--- src/rtl/sram_pkg.sv ---
// rtl/sram_pkg.sv - shared widths, requester count and state encoding for the SRAM arbiter
package sram_pkg;

  localparam int ADDR_W_DEF = 11;
  localparam int DATA_W_DEF = 32;
  localparam int NUM_REQ    = 2;

  // SERVE: requesters own the SRAM port; CLEAR: zero-fill sweep owns it.
  typedef enum logic {
    ST_SERVE = 1'b0,
    ST_CLEAR = 1'b1
  } state_e;

endpackage

--- src/rtl/sram_arb_grant.sv ---
// rtl/sram_arb_grant.sv - one-hot grant between two requesters; round-robin when ARB_RR_EN is defined, fixed priority otherwise
import sram_pkg::*;

module sram_arb_grant (
`ifdef ARB_RR_EN
  input  logic               clk_i,
  input  logic               reset_i,
`endif
  input  logic               en_i,
  input  logic [NUM_REQ-1:0] req_valid_i,
  output logic [NUM_REQ-1:0] grant_o
);

`ifdef ARB_RR_EN
  // prio_q names the requester that wins the next conflict.
  logic prio_q;
  logic prio_d;

  // Conflicts go to the requester that was not served last; the pointer only moves on a transfer.
  always_comb begin
    grant_o = '0;
    prio_d  = prio_q;
    if (en_i) begin
      if (req_valid_i == 2'b11) begin
        grant_o = prio_q ? 2'b10 : 2'b01;
      end else begin
        grant_o = req_valid_i;
      end
    end
    if (grant_o != '0) begin
      prio_d = grant_o[0];
    end
  end

  // Priority pointer register; requester 0 is favoured out of reset.
  always_ff @(posedge clk_i) begin
    if (reset_i) begin
      prio_q <= 1'b0;
    end else begin
      prio_q <= prio_d;
    end
  end
`else
  // Requester 0 always wins a conflict; requester 1 is served only when 0 is idle.
  always_comb begin
    grant_o = '0;
    if (en_i) begin
      if (req_valid_i[0]) begin
        grant_o = 2'b01;
      end else begin
        grant_o = req_valid_i;
      end
    end
  end
`endif

endmodule

--- src/rtl/sram_arbiter.sv ---
// rtl/sram_arbiter.sv - two-requester single-port SRAM arbiter with zero-fill sweep; ARB_RR_EN selects round-robin grant
import sram_pkg::*;

module sram_arbiter #(
  parameter int ADDR_W = ADDR_W_DEF,
  parameter int DATA_W = DATA_W_DEF
) (
  input  logic                      clk,
  input  logic                      reset,
  input  logic                      clr_start,
  output logic                      clr_busy,
  input  logic [NUM_REQ-1:0]        req_valid,
  input  logic [NUM_REQ-1:0]        req_we,
  input  logic [NUM_REQ*ADDR_W-1:0] req_addr,
  input  logic [NUM_REQ*DATA_W-1:0] req_wdata,
  output logic [NUM_REQ-1:0]        req_ready,
  output logic [NUM_REQ-1:0]        rsp_valid,
  output logic [DATA_W-1:0]         rsp_data,
  output logic                      sram_cen,
  output logic                      sram_wen,
  output logic [ADDR_W-1:0]         sram_a,
  output logic [DATA_W-1:0]         sram_d,
  input  logic [DATA_W-1:0]         sram_q
);

  state_e              state_q;
  logic [ADDR_W-1:0]   clr_cnt_q;
  logic [NUM_REQ-1:0]  rsp_valid_q;
  logic [NUM_REQ-1:0]  rsp_valid_d;
  logic [NUM_REQ-1:0]  grant;
  logic                serve_en;
  logic                clear_wr;
  logic                gsel;

  // Grants are suppressed while reset is held so nothing reaches the SRAM during reset.
  assign serve_en = !reset && (state_q == ST_SERVE);
  assign clear_wr = !reset && (state_q == ST_CLEAR);
  assign gsel     = grant[1];

  sram_arb_grant u_grant (
`ifdef ARB_RR_EN
    .clk_i       (clk),
    .reset_i     (reset),
`endif
    .en_i        (serve_en),
    .req_valid_i (req_valid),
    .grant_o     (grant)
  );

  assign req_ready = grant;
  assign clr_busy  = (state_q == ST_CLEAR);
  assign rsp_valid = rsp_valid_q;
  // The SRAM returns read data the cycle after the access, which is when rsp_valid is high.
  assign rsp_data  = sram_q;

  // SRAM port mux: granted requester in SERVE, sweep counter writing zeros in CLEAR, idle otherwise.
  always_comb begin
    sram_cen = 1'b1;
    sram_wen = 1'b1;
    sram_a   = '0;
    sram_d   = '0;
    if (grant != '0) begin
      sram_cen = 1'b0;
      sram_wen = ~req_we[gsel];
      sram_a   = gsel ? req_addr[2*ADDR_W-1:ADDR_W] : req_addr[ADDR_W-1:0];
      sram_d   = gsel ? req_wdata[2*DATA_W-1:DATA_W] : req_wdata[DATA_W-1:0];
    end else if (clear_wr) begin
      sram_cen = 1'b0;
      sram_wen = 1'b0;
      sram_a   = clr_cnt_q;
      sram_d   = '0;
    end
  end

  // A read transfer this cycle owes its requester a response strobe next cycle.
  always_comb begin
    rsp_valid_d = grant & ~req_we;
  end

  // Sequencer: SERVE/CLEAR state, sweep address counter and response strobe.
  always_ff @(posedge clk) begin
    if (reset) begin
      state_q     <= ST_SERVE;
      clr_cnt_q   <= '0;
      rsp_valid_q <= '0;
    end else begin
      rsp_valid_q <= rsp_valid_d;
      case (state_q)
        ST_SERVE: begin
          if (clr_start) begin
            state_q   <= ST_CLEAR;
            clr_cnt_q <= '0;
          end
        end
        ST_CLEAR: begin
          // clr_start is ignored here; the sweep always runs to the top address.
          if (clr_cnt_q == {ADDR_W{1'b1}}) begin
            state_q <= ST_SERVE;
          end
          clr_cnt_q <= clr_cnt_q + ADDR_W'(1);
        end
        default: begin
          state_q <= ST_SERVE;
        end
      endcase
    end
  end

endmodule
--- config.mk ---
export PLATFORM = sky130hd
export DESIGN_NAME = sram_arbiter
export DESIGN_NICKNAME = d
export VERILOG_FILES = /design/src/rtl/sram_pkg.sv /design/src/rtl/sram_arb_grant.sv /design/src/rtl/sram_arbiter.sv
export SDC_FILE = /design/constraint.sdc
export NUM_CORES = 1
export LEC_CHECK = 0
export CORE_ASPECT_RATIO = 2
export CORE_MARGIN = 2
export CORE_UTILIZATION = 24
export CTS_BUF_LIST = sky130_fd_sc_hd__clkbuf_2 sky130_fd_sc_hd__clkbuf_4 sky130_fd_sc_hd__clkbuf_8
export DETAILED_ROUTE_END_ITERATION = 8
export GPL_ROUTABILITY_DRIVEN = 1
export MAX_ROUTING_LAYER = met4
export PLACE_DENSITY = 0.86
export SYNTH_ARGS = -nofsm -noshare
export SYNTH_HDL_FRONTEND = slang
export SYNTH_HIERARCHICAL = 1
export SYNTH_SLANG_ARGS = --single-unit
--- constraint.sdc ---
create_clock -name clk -period 1.86 [get_ports clk]
set_input_delay 0.372 -clock clk [delete_from_list [all_inputs] [get_ports clk]]
set_output_delay 0.372 -clock clk [all_outputs]
set_load 0.02 [all_outputs]
# Yosys cells after proc, flatten, opt, wreduce, memory -nomap -nowiden
# Index checks and enable logic that the tools add are counted.
[totals]
register_bits = 14
inputBits = 125
out_inout_bits = 82
elab_cells = 32
[classes]
add_sub_neg = 1
order_cmp = 1
n_eq_ne = 2
muxes = 17
bitwise = 4
n_reduce_logical = 4
[op_table]
columns = ["op", "n"]
rows = [
  ["two-way mux 32 bit", 2],
  ["two-way mux 11 bit", 4],
  ["one-hot mux 11 bit (2 select lines)", 1],
  ["adder 11 x 1 -> 11 bit (second input constant)", 1],
  ["equality test 11 bit (second input constant)", 1],
  ["two-way mux 1 bit", 7],
  ["two-way mux 2 bit", 2],
  ["AND 2 bit", 1],
  ["logical AND 1 bit", 2],
  ["< comparator 1 x 2 -> 1 bit (second input constant)", 1],
  ["!= test 2 bit (second input constant)", 1],
  ["NOT 1 bit", 2],
  ["NOT 2 bit", 1],
  ["one-hot mux 1 bit (2 select lines)", 1],
  ["nonzero test 2 bit", 1],
  ["zero test 1 bit", 1],
]

# Depth between registers and ports, before layout
# Gate-level depths: netlist (run 1).
[depth]
ltp_word = 7
depth_mapped = 8
ltp_nobuf = 5

# Hierarchy
# The synthesis (run 1) kept the hierarchy.
[by_module_without_submodules]
columns = ["mod", "n_inst", "cells_each", "area_per_inst_um2", "seq_area_each_um2"]
rows = [
  ["sram_arbiter", 1, 254, 1641.6, 280.3],
  ["sram_arb_grant", 1, 2, 16.3, 0.0],
]

# Worst setup path after synthesis (run 1)
# Ideal clock, no wire load.
[synth_path]
kind = "in2out"
from = "in reset"
to = "out sram_wen"
arrival_ns = 2.014
required_time_ns = 1.488
path_slack_ns = -0.526
path_stages = 6
n_path_buf = 2
cell_sequence = "clkbuf_1 > nor2_1 > and3b_1 > buf_4 > nor3_1 > nand2b_1"
[synth_via]
elab_chain_len = 7
elab_cells_between_ends = 10
classes_between = "mux: 5; bitwise: 1; reduce/logical: 4"
[synth_lines]
columns = ["item", "line_no", "rtl"]
rows = [
  ["start, declared", "sram_arbiter.sv:9", "input logic reset,"],
  ["zero test 1 bit (*)", "sram_arbiter.sv:36", "assign serve_en = !reset && (state_q == ST_SERVE);"],
  ["logical AND 1 bit (*)", "sram_arbiter.sv:36", ""],
  ["named net serve_en", "sram_arbiter.sv:31", "logic serve_en;"],
  ["two-way mux 2 bit (*)", "sram_arb_grant.sv:47", "if (en_i) begin"],
  ["named net req_ready[1]", "sram_arbiter.sv:16", "output logic [NUM_REQ-1:0] req_ready,"],
  ["two-way mux 1 bit (not written as such) (2 in series)", "sram_arbiter.sv:64", "sram_wen = ~req_we[gsel];"],
  ["NOT 1 bit", "sram_arbiter.sv:64", ""],
  ["two-way mux 1 bit (*)", "sram_arbiter.sv:62", "if (grant != '0) begin"],
  ["end, declared", "sram_arbiter.sv:20", "output logic sram_wen,"],
]
# Mark *: on every way through the listed nets, which the timed path passes. The rest lies on a longest branch. The select of a mux whose other input is x is not followed.

# Worst setup path after layout (run 1)
[layout_path]
from = "reg state_q, in the netlist clr_busy"
to = "out sram_a[8]"
[layout_via]
elab_chain_len = 5
elab_cells_between_ends = 8
classes_between = "mux: 4; bitwise: 1; reduce/logical: 3"
[layout_lines]
columns = ["item", "line_no", "rtl"]
rows = [
  ["start, declared", "sram_arbiter.sv:26", "state_e state_q;"],
  ["start signal, assigned", "sram_arbiter.sv:83", "state_q <= ST_SERVE;"],
  ["start signal, assigned", "sram_arbiter.sv:91", "state_q <= ST_CLEAR;"],
  ["start signal, assigned", "sram_arbiter.sv:98", "state_q <= ST_SERVE;"],
  ["NOT 1 bit (*)", "n/a", ""],
  ["logical AND 1 bit (*)", "sram_arbiter.sv:36", ""],
  ["named net serve_en", "sram_arbiter.sv:31", ""],
  ["two-way mux 2 bit (*)", "sram_arb_grant.sv:47", ""],
  ["two-way mux 11 bit / nonzero test 2 bit (equally long branches)", "sram_arbiter.sv:65, sram_arbiter.sv:62", ""],
  ["two-way mux 11 bit (*)", "sram_arbiter.sv:62", ""],
  ["end, declared", "sram_arbiter.sv:21", "output logic [ADDR_W-1:0] sram_a,"],
]
# Mark *: on every way through the listed nets, which the timed path passes. The rest lies on a longest branch.

==> results of run 1 <==
synth_stat cells, drive strengths merged:
library cell	count	area, µm²
nand2	79	297
buf	43	313
o21ai	33	165
nor2	20	75.1
dfxtp	14	280
a221o	11	110
clkbuf	9	33.8
nor3	9	45.0
nor3b	7	63.8
mux2	5	56.3
inv	4	15.0
nand4	3	40.0
nor2b	3	26.3
a21oi	2	10.0
xor2	2	17.5
a211oi	1	7.51
and2	1	7.51
and2b	1	7.51
and3b	1	8.76
ha	1	12.5
mux2i	1	10.0
nand2b	1	6.26
nand3	1	5.00
nor4	1	21.3
o221ai	1	8.76
or3	1	6.26
xnor2	1	8.76
final timing paths:
kind,start,to,slack [ns]
max,clr_busy,sram_a[8],-0.24
min,clr_cnt_q[10],clr_busy,0.51
max reg2reg,clr_cnt_q[0],clr_cnt_q[10],0.27
min reg2reg,clr_cnt_q[10],clr_busy,0.51
per-stage QoR:
step | cell area, µm² | hold WS, ns | total power (µW) | setup TNS, ns | cells
6_report | 4060 | 0.509 | 1370 | -5.24 | 487
5_1_grt | 4060 | 0.541 | 1420 | -7.81 | 487
4_1_cts | 4020 | 0.512 | 1360 | -5.81 | 487
3_5_place_dp | 3170 | 0.505 | 908 | -34.55 | 450
3_3_place_gp | 3170 | 0.500 | 897 | -33.08 | 450
2_1_floorplan | 1840 | 0.440 | 656 | -0.977 | 256
what timing repair did:
action	CTS	global route
endpoints found under the setup margin	47	47
pin swaps	35	4
gates resized for setup	347	20
buffers inserted	24	2
gates cloned	10	0
registers in the layout (all words and copies together), names as in the netlist:
signal and cells:
clr_cnt_q 11, rsp_valid 2, clr_busy 1
area by class of cell:
type,instances,area (µm²)
Sequential cell,14,284
Multi-Input combinational cell,186,1380
Timing Repair Buffer,191,2220
Clock buffer,4,55.1
Inverter,4,15.0
Tap cell,88,110
Fill cell,567,2620
power by group:
| group | switching [µW] | internal (µW) |
|---|---|---|
| Combinational | 311 | 453 |
| Clock | 110 | 187 |
| Sequential | 6.26 | 304 |
layer usage:
| layer | vias up | wire [µm] | part of all wire (%) |
|---|---|---|---|
| met2 | 109 | 4670 | 54 |
| li1 | 1111 | - | - |
| met5 | - | 0 | 0 |
| met1 | 1093 | 2630 | 30 |
| met3 | 50 | 822 | 9.5 |
| met4 | 0 | 576 | 6.6 |
critical path: cells and delay by family, from the launching register on:
| family | cells | cell delay (ns) |
|---|---|---|
| AO/OA/AOI/OAI | 1 | 0.36 |
| flip-flops | 1 | 0.37 |
| AND/OR/NAND/NOR | 2 | 0.24 |
| buffers and inverters | 4 | 0.51 |
cell families after synthesis:
group / share of synthesized area (%)
AOI/OAI and AO/OA: 18.2
xor gates and xnor gates: 1.59
adders and majority gates: 0.755
buffers and inverters: 21.8
DFF: 16.9
muxes: 4.00
and+or+nand+nor: 36.8
==> out/qor.csv, run 1 <==
stage,metric,value,unit
status,status,"complete, but fails checks",
status,violations,setup timing,
sta,worst_slew_pin_slew,0.284,ns
clocking,cts_buffer_depth,2,
sta,finalCritPeriodShare,113,%
clocking,clkTransAtPathRegs,0.06,ns
worst_setup_path,slowest_delay,0.37,ns
yosys,ys_ff_latch,14,
floorplanning,die_h,122,µm
floorplanning,coreArea,0.00667,mm²
worst_setup_path,worstPathArrival,1.73,ns
clocking,cts_root_buf,clkbuf_8,
sta,relSlewSlack,81.1,%
grt,busiest_layer,met2,
sta,max_freq,477,MHz
grt,grt_pass1_wl,12800,µm
layout,area_growth,145,%
worst_setup_path,required,1.49,ns
yosys,synthesis.nets,382,
grt,use_met3,7.39,%
placement,port_buffers,142,
min_path,min_path_cells,1,
floorplanning,rows,42,
layout,final_common_cell,clkdlybuf4s50_1,
clocking,ctsHoldBuffers,0,
clocking,htree_levels,1,
drt,drc_errors,0,
placement,place.gp.congestion,0.836,
worst_setup_path,r2r_cells,4,
worst_setup_path,cpMaxStageDelayCell,dfxtp_4,
job,maxCapViolCount,0,
worst_setup_path,worstSetupStartpointType,register,
layout,final_core_util,60.8,%
clocking,numCtsBuffers,3,
min_path,worst_hold_path_type,reg2reg,
sta,period_needed,2.10,ns
yosys,syn_area_per_cell,6.48,µm²
drt,drt_iter0_drc,51,
drt,wl_per_cell,17.9,µm
floorplanning,die_w,62.8,µm
grt,grtUsageTotal,22.2,%
grt,grt-ovfl-total,0,
worst_setup_path,end_kind,primary output,
yosys,synth_cell_types,34,
yosys,synthCells,256,
placement,pre_cts_ws,-0.810,ns
layout,nets,526,
clocking,cts_sinks,14,
drt,vias,2363,
sta,finalSetupViolations,45,
layout,layout_common_cells,"clkdlybuf4s50_1, nand2_1, buf_6, o21ai_2, nor2_1",
layout,diodes,0,
grt,grt_max_degree,20,
floorplanning,die_area,0.00763,mm²
pwr,ir_drop,423,µV
sta,setup_slack,-0.238,ns
clocking,tritoncts,yes,
grt,antenna_found_initial,0,
grt,grtUsageMet2,41.6,%
worst_setup_path,cp_cell_sequence,nor2_4 -> and3b_4 -> buf_12 -> buf_8 -> buf_16 -> a221o_1 -> buf_6,
worst_setup_path,crit_path_max_fanout,7,
yosys,ys_seq_area_share,16.9,%
sta,grt_setup_unrepaired,true,
drt,vias_per_cell,4.85,
pwr,p_leak,0.00173,µW
drt,antenna_left,0,
sta,slew_viol_final,0,
sta,fin_skew,0.00257,ns
grt,grt_pass1_vias,2466,
drt,drtPass1Iterations,4,
yosys,yosys_warnings,6,
drt,totalWireLength,8700,µm
layout,drive_gt1_share,42.1,%
floorplanning,initial_core_util,24.8,%
placement,post-dp-hpwl,5720,µm
floorplanning,ioPinCount,207,
pwr,p_per_area,338,mW/mm²
grt,grtUsageMet1,18.3,%
worst_setup_path,path_class,reg2out,
yosys,synthesis.area,0.00166,mm²
clocking,insertion_delay,0.24,ns
sta,hold_violations,0,
Power figures use the tool's default switching activity.
==> inputs of run 2 (changes only) <==
Settings changed: CTS_CLUSTER_SIZE from default to 14.
==> results of run 2 <==
No change in the layout: final DEF, timing and power equal those of run 1.
==> inputs of run 3 (changes only) <==
Settings changed: CELL_PAD_IN_SITES_DETAIL_PLACEMENT from default to 1, CELL_PAD_IN_SITES_GLOBAL_PLACEMENT from default to 1, CORE_UTILIZATION 24 to 14, PLACE_DENSITY 0.86 to 0.85.
==> run 3 against run 2 <==
Largest power group unchanged. Power fell by 2.4%. Sequential power barely moved. Wire length rose by 6.1%. Clock skew about the same. Clock power up 3%. Critical endpoint is now sram_a[4]. Critical path depth stayed put. Sequential share of layout area up 0.42 points. First-iteration DRC count increased by 29%. The flow still finishes with violations (setup timing). Final cell count is 10% higher. Via count is 0.76% lower.
==> out/qor.csv, run 3 (synthesized netlist as in run 1, its figures left out) <==
stage,metric,value,unit,change
status,status,"complete, but fails checks",,
status,violations,setup timing,,
worst_setup_path,rrSetupSlack,0.26,ns,about the same
sta,slew_viol_final,0,,unchanged
drt,drc_errors,0,,unchanged
layout,regMostFlops,clr_cnt_q,,
placement,place_area,0.00320,mm²,+1.1%
floorplanning,die_w,80.9,µm,+29%
pwr,p_comb_share,54.1,%,-1.6 points
min_path,worst_hold_path_type,reg2reg,,
layout,instances_no_fill,536,,+10%
layout,largest_register_ff_count,11,,unchanged
layout,final_core_util,32.9,%,-28 points
worst_setup_path,required,1.49,ns,about the same
floorplanning,ioPinCount,207,,unchanged
sta,finalSetupViolations,45,,unchanged
worst_setup_path,worstReg2RegEnd,clr_cnt_q[10],,
layout,fill_cells,1363,,+140%
min_path,hold_start,clr_cnt_q[10],,
worst_setup_path,cp_common_cell,buf_6,,
drt,vias,2345,,-0.76%
floorplanning,coreArea,0.0116,mm²,+74%
worst_setup_path,cp_num_buf_inv,3,,-1
clocking,numCtsBuffers,3,,unchanged
clocking,tritoncts,yes,,
floorplanning,die_h,158,µm,+30%
drt,drt_iter0_drc,66,,+29%
sta,setup_slack,-0.240,ns,-0.00247 ns
placement,place.gp.congestion,0.756,,-9.6%
grt,antenna_found_initial,0,,unchanged
clocking,cts_root_buf,clkbuf_8,,
pwr,p_sw_share,31.6,%,+0.45 points
grt,grt-ovfl-total,0,,unchanged
layout,area_growth,131,%,
pwr,ir_drop,281,µV,-34%
drt,antenna_left,0,,unchanged
placement,port_buffers,142,,unchanged
job,maxCapViolCount,0,,unchanged
sta,max_freq,476,MHz,-0.12%
sta,fin_skew,0.00214,ns,-0.000428 ns
floorplanning,rows,56,,+33%
pwr,p_per_area,350,mW/mm²,+3.4%
placement,post-dp-hpwl,6230,µm,+8.8%
layout,drive_gt1_share,39.4,%,-2.7 points
pwr,p_int,916,µW,-3.0%
clocking,cts_sinks,14,,unchanged
pwr,seqPwrFrac,23.1,%,+0.5 points
grt,grt_pass1_vias,2568,,+4.1%
clocking,cts_buffer_depth,2,,unchanged
sta,worst_slew_pin_slew,0.291,ns,+0.00729 ns
pwr,power.switching,423,µW,-0.95%
worst_setup_path,worstSetupStartpointType,register,,
drt,vias_per_cell,4.38,,-9.8%
sta,grt_setup_unrepaired,true,,
drt,drtPass1Iterations,4,,unchanged
worst_setup_path,cp_top_family,buffers and inverters,,
layout,diodes,0,,unchanged
placement,dp.cells,507,,+13%
layout,layout_common_cells,"clkdlybuf4s50_1, nand2_1, buf_6, o21ai_2, buf_4",,
worst_setup_path,end_kind,primary output,,
pwr,power_frac_clock,22.8,%,+1.1 points
clocking,insertion_delay,0.25,ns,about the same
min_path,min_path_cells,1,,unchanged
grt,grtUsageTotal,13.5,%,-8.8 points
sta,hold_violations,0,,unchanged
worst_setup_path,crit_path_max_fanout,11,,+4
pwr,p_leak,0.00156,µW,-9.7%
layout,nets,518,,-1.5%
sta,relSlewSlack,80.4,%,-0.63 points
worst_setup_path,cp_cell_sequence,nor2_4 -> and3b_4 -> buf_6 -> nor3b_4 -> buf_12 -> a221o_1 -> buf_6,,
clocking,clkTransAtPathRegs,0.06,ns,about the same
grt,grt_max_degree,31,,+55%
worst_setup_path,worstPathArrival,1.73,ns,about the same
sta,whs,0.518,ns,+0.00863 ns
drt,totalWireLength,9230,µm,+6.1%
worst_setup_path,r2r_cells,4,,unchanged
worst_setup_path,r2r-start,clr_cnt_q[1],,
min_path,hold_end,clr_busy,,
drt,wl_per_cell,17.2,µm,-3.6%
clocking,htree_levels,1,,unchanged
worst_setup_path,path_class,reg2out,,
worst_setup_path,slowest_delay,0.35,ns,-0.02 ns
layout,final_common_cell,clkdlybuf4s50_1,,
worst_setup_path,cpMaxStageDelayCell,dfxtp_4,,
floorplanning,die_area,0.0128,mm²,+68%
sta,period_needed,2.10,ns,+0.00247 ns
layout,final_cell_area,0.00383,mm²,-5.6%
sta,finalCritPeriodShare,113,%,+0.13 points
floorplanning,initial_core_util,14.3,%,-11 points
grt,grt_pass1_wl,12800,µm,+0.16%
[run 3: cell type report]
class | instances | area [µm²] | share of cell area (%)
inverter | 4 | 15.0 | 0.392
timing repair buffer | 183 | 2030 | 53.1
sequential | 14 | 284 | 7.42
tap | 145 | 181 | 4.74
clock buffer | 4 | 55.1 | 1.44
multi-input combinational | 186 | 1260 | 33.0
[run 3: routing by layer]
layer | vias up | GRT usage (%) | routed length (µm)
li1 | 1094 | - | -
met2 | 110 | 27.8 | 5410
met1 | 1101 | 10.9 | 2840
met3 | 40 | 1.08 | 543
met5 | - | - | 0
met4 | 0 | 7.51 | 442
[run 3: through the flow]
stage          setup TNS, ns  setup WS [ns]  power (µW)
2_1_floorplan         -0.977        -0.0921         656
3_3_place_gp          -36.84         -0.861         896
3_5_place_dp          -38.58         -0.910         909
4_1_cts                -4.69         -0.242        1330
5_1_grt                -6.41         -0.278        1400
6_report               -4.05         -0.240        1340
[run 3: power groups by stage]
stage / Sequential [µW] / Combinational, µW / Clock (µW)
floorplan: 318 / 338 / 0
global placement: 316 / 580 / 0
detailed placement: 316 / 593 / 0
CTS: 309 / 706 / 316
global route: 309 / 766 / 325
finish: 309 / 725 / 306
[run 3: worst max path at each step]
stage,depth (start not counted),from,end
after detailed placement,7,reset,sram_a[6]
final,7,clr_busy,sram_a[4]
after global placement,7,reset,sram_a[5]
after floorplan,7,clr_busy,sram_a[0]
after global routing,7,clr_busy,sram_a[9]
after CTS,7,clr_busy,sram_a[1]
[run 3: what timing repair did]
| item | in CTS | in global routing |
|---|---|---|
| endpoints found under the setup margin | 47 | 46 |
| pin swaps | 22 | 5 |
| buffers inserted | 15 | 8 |
| cloned | 7 | 1 |
| hold buffers | 0 | 0 |
| resized for setup | 306 | 31 |
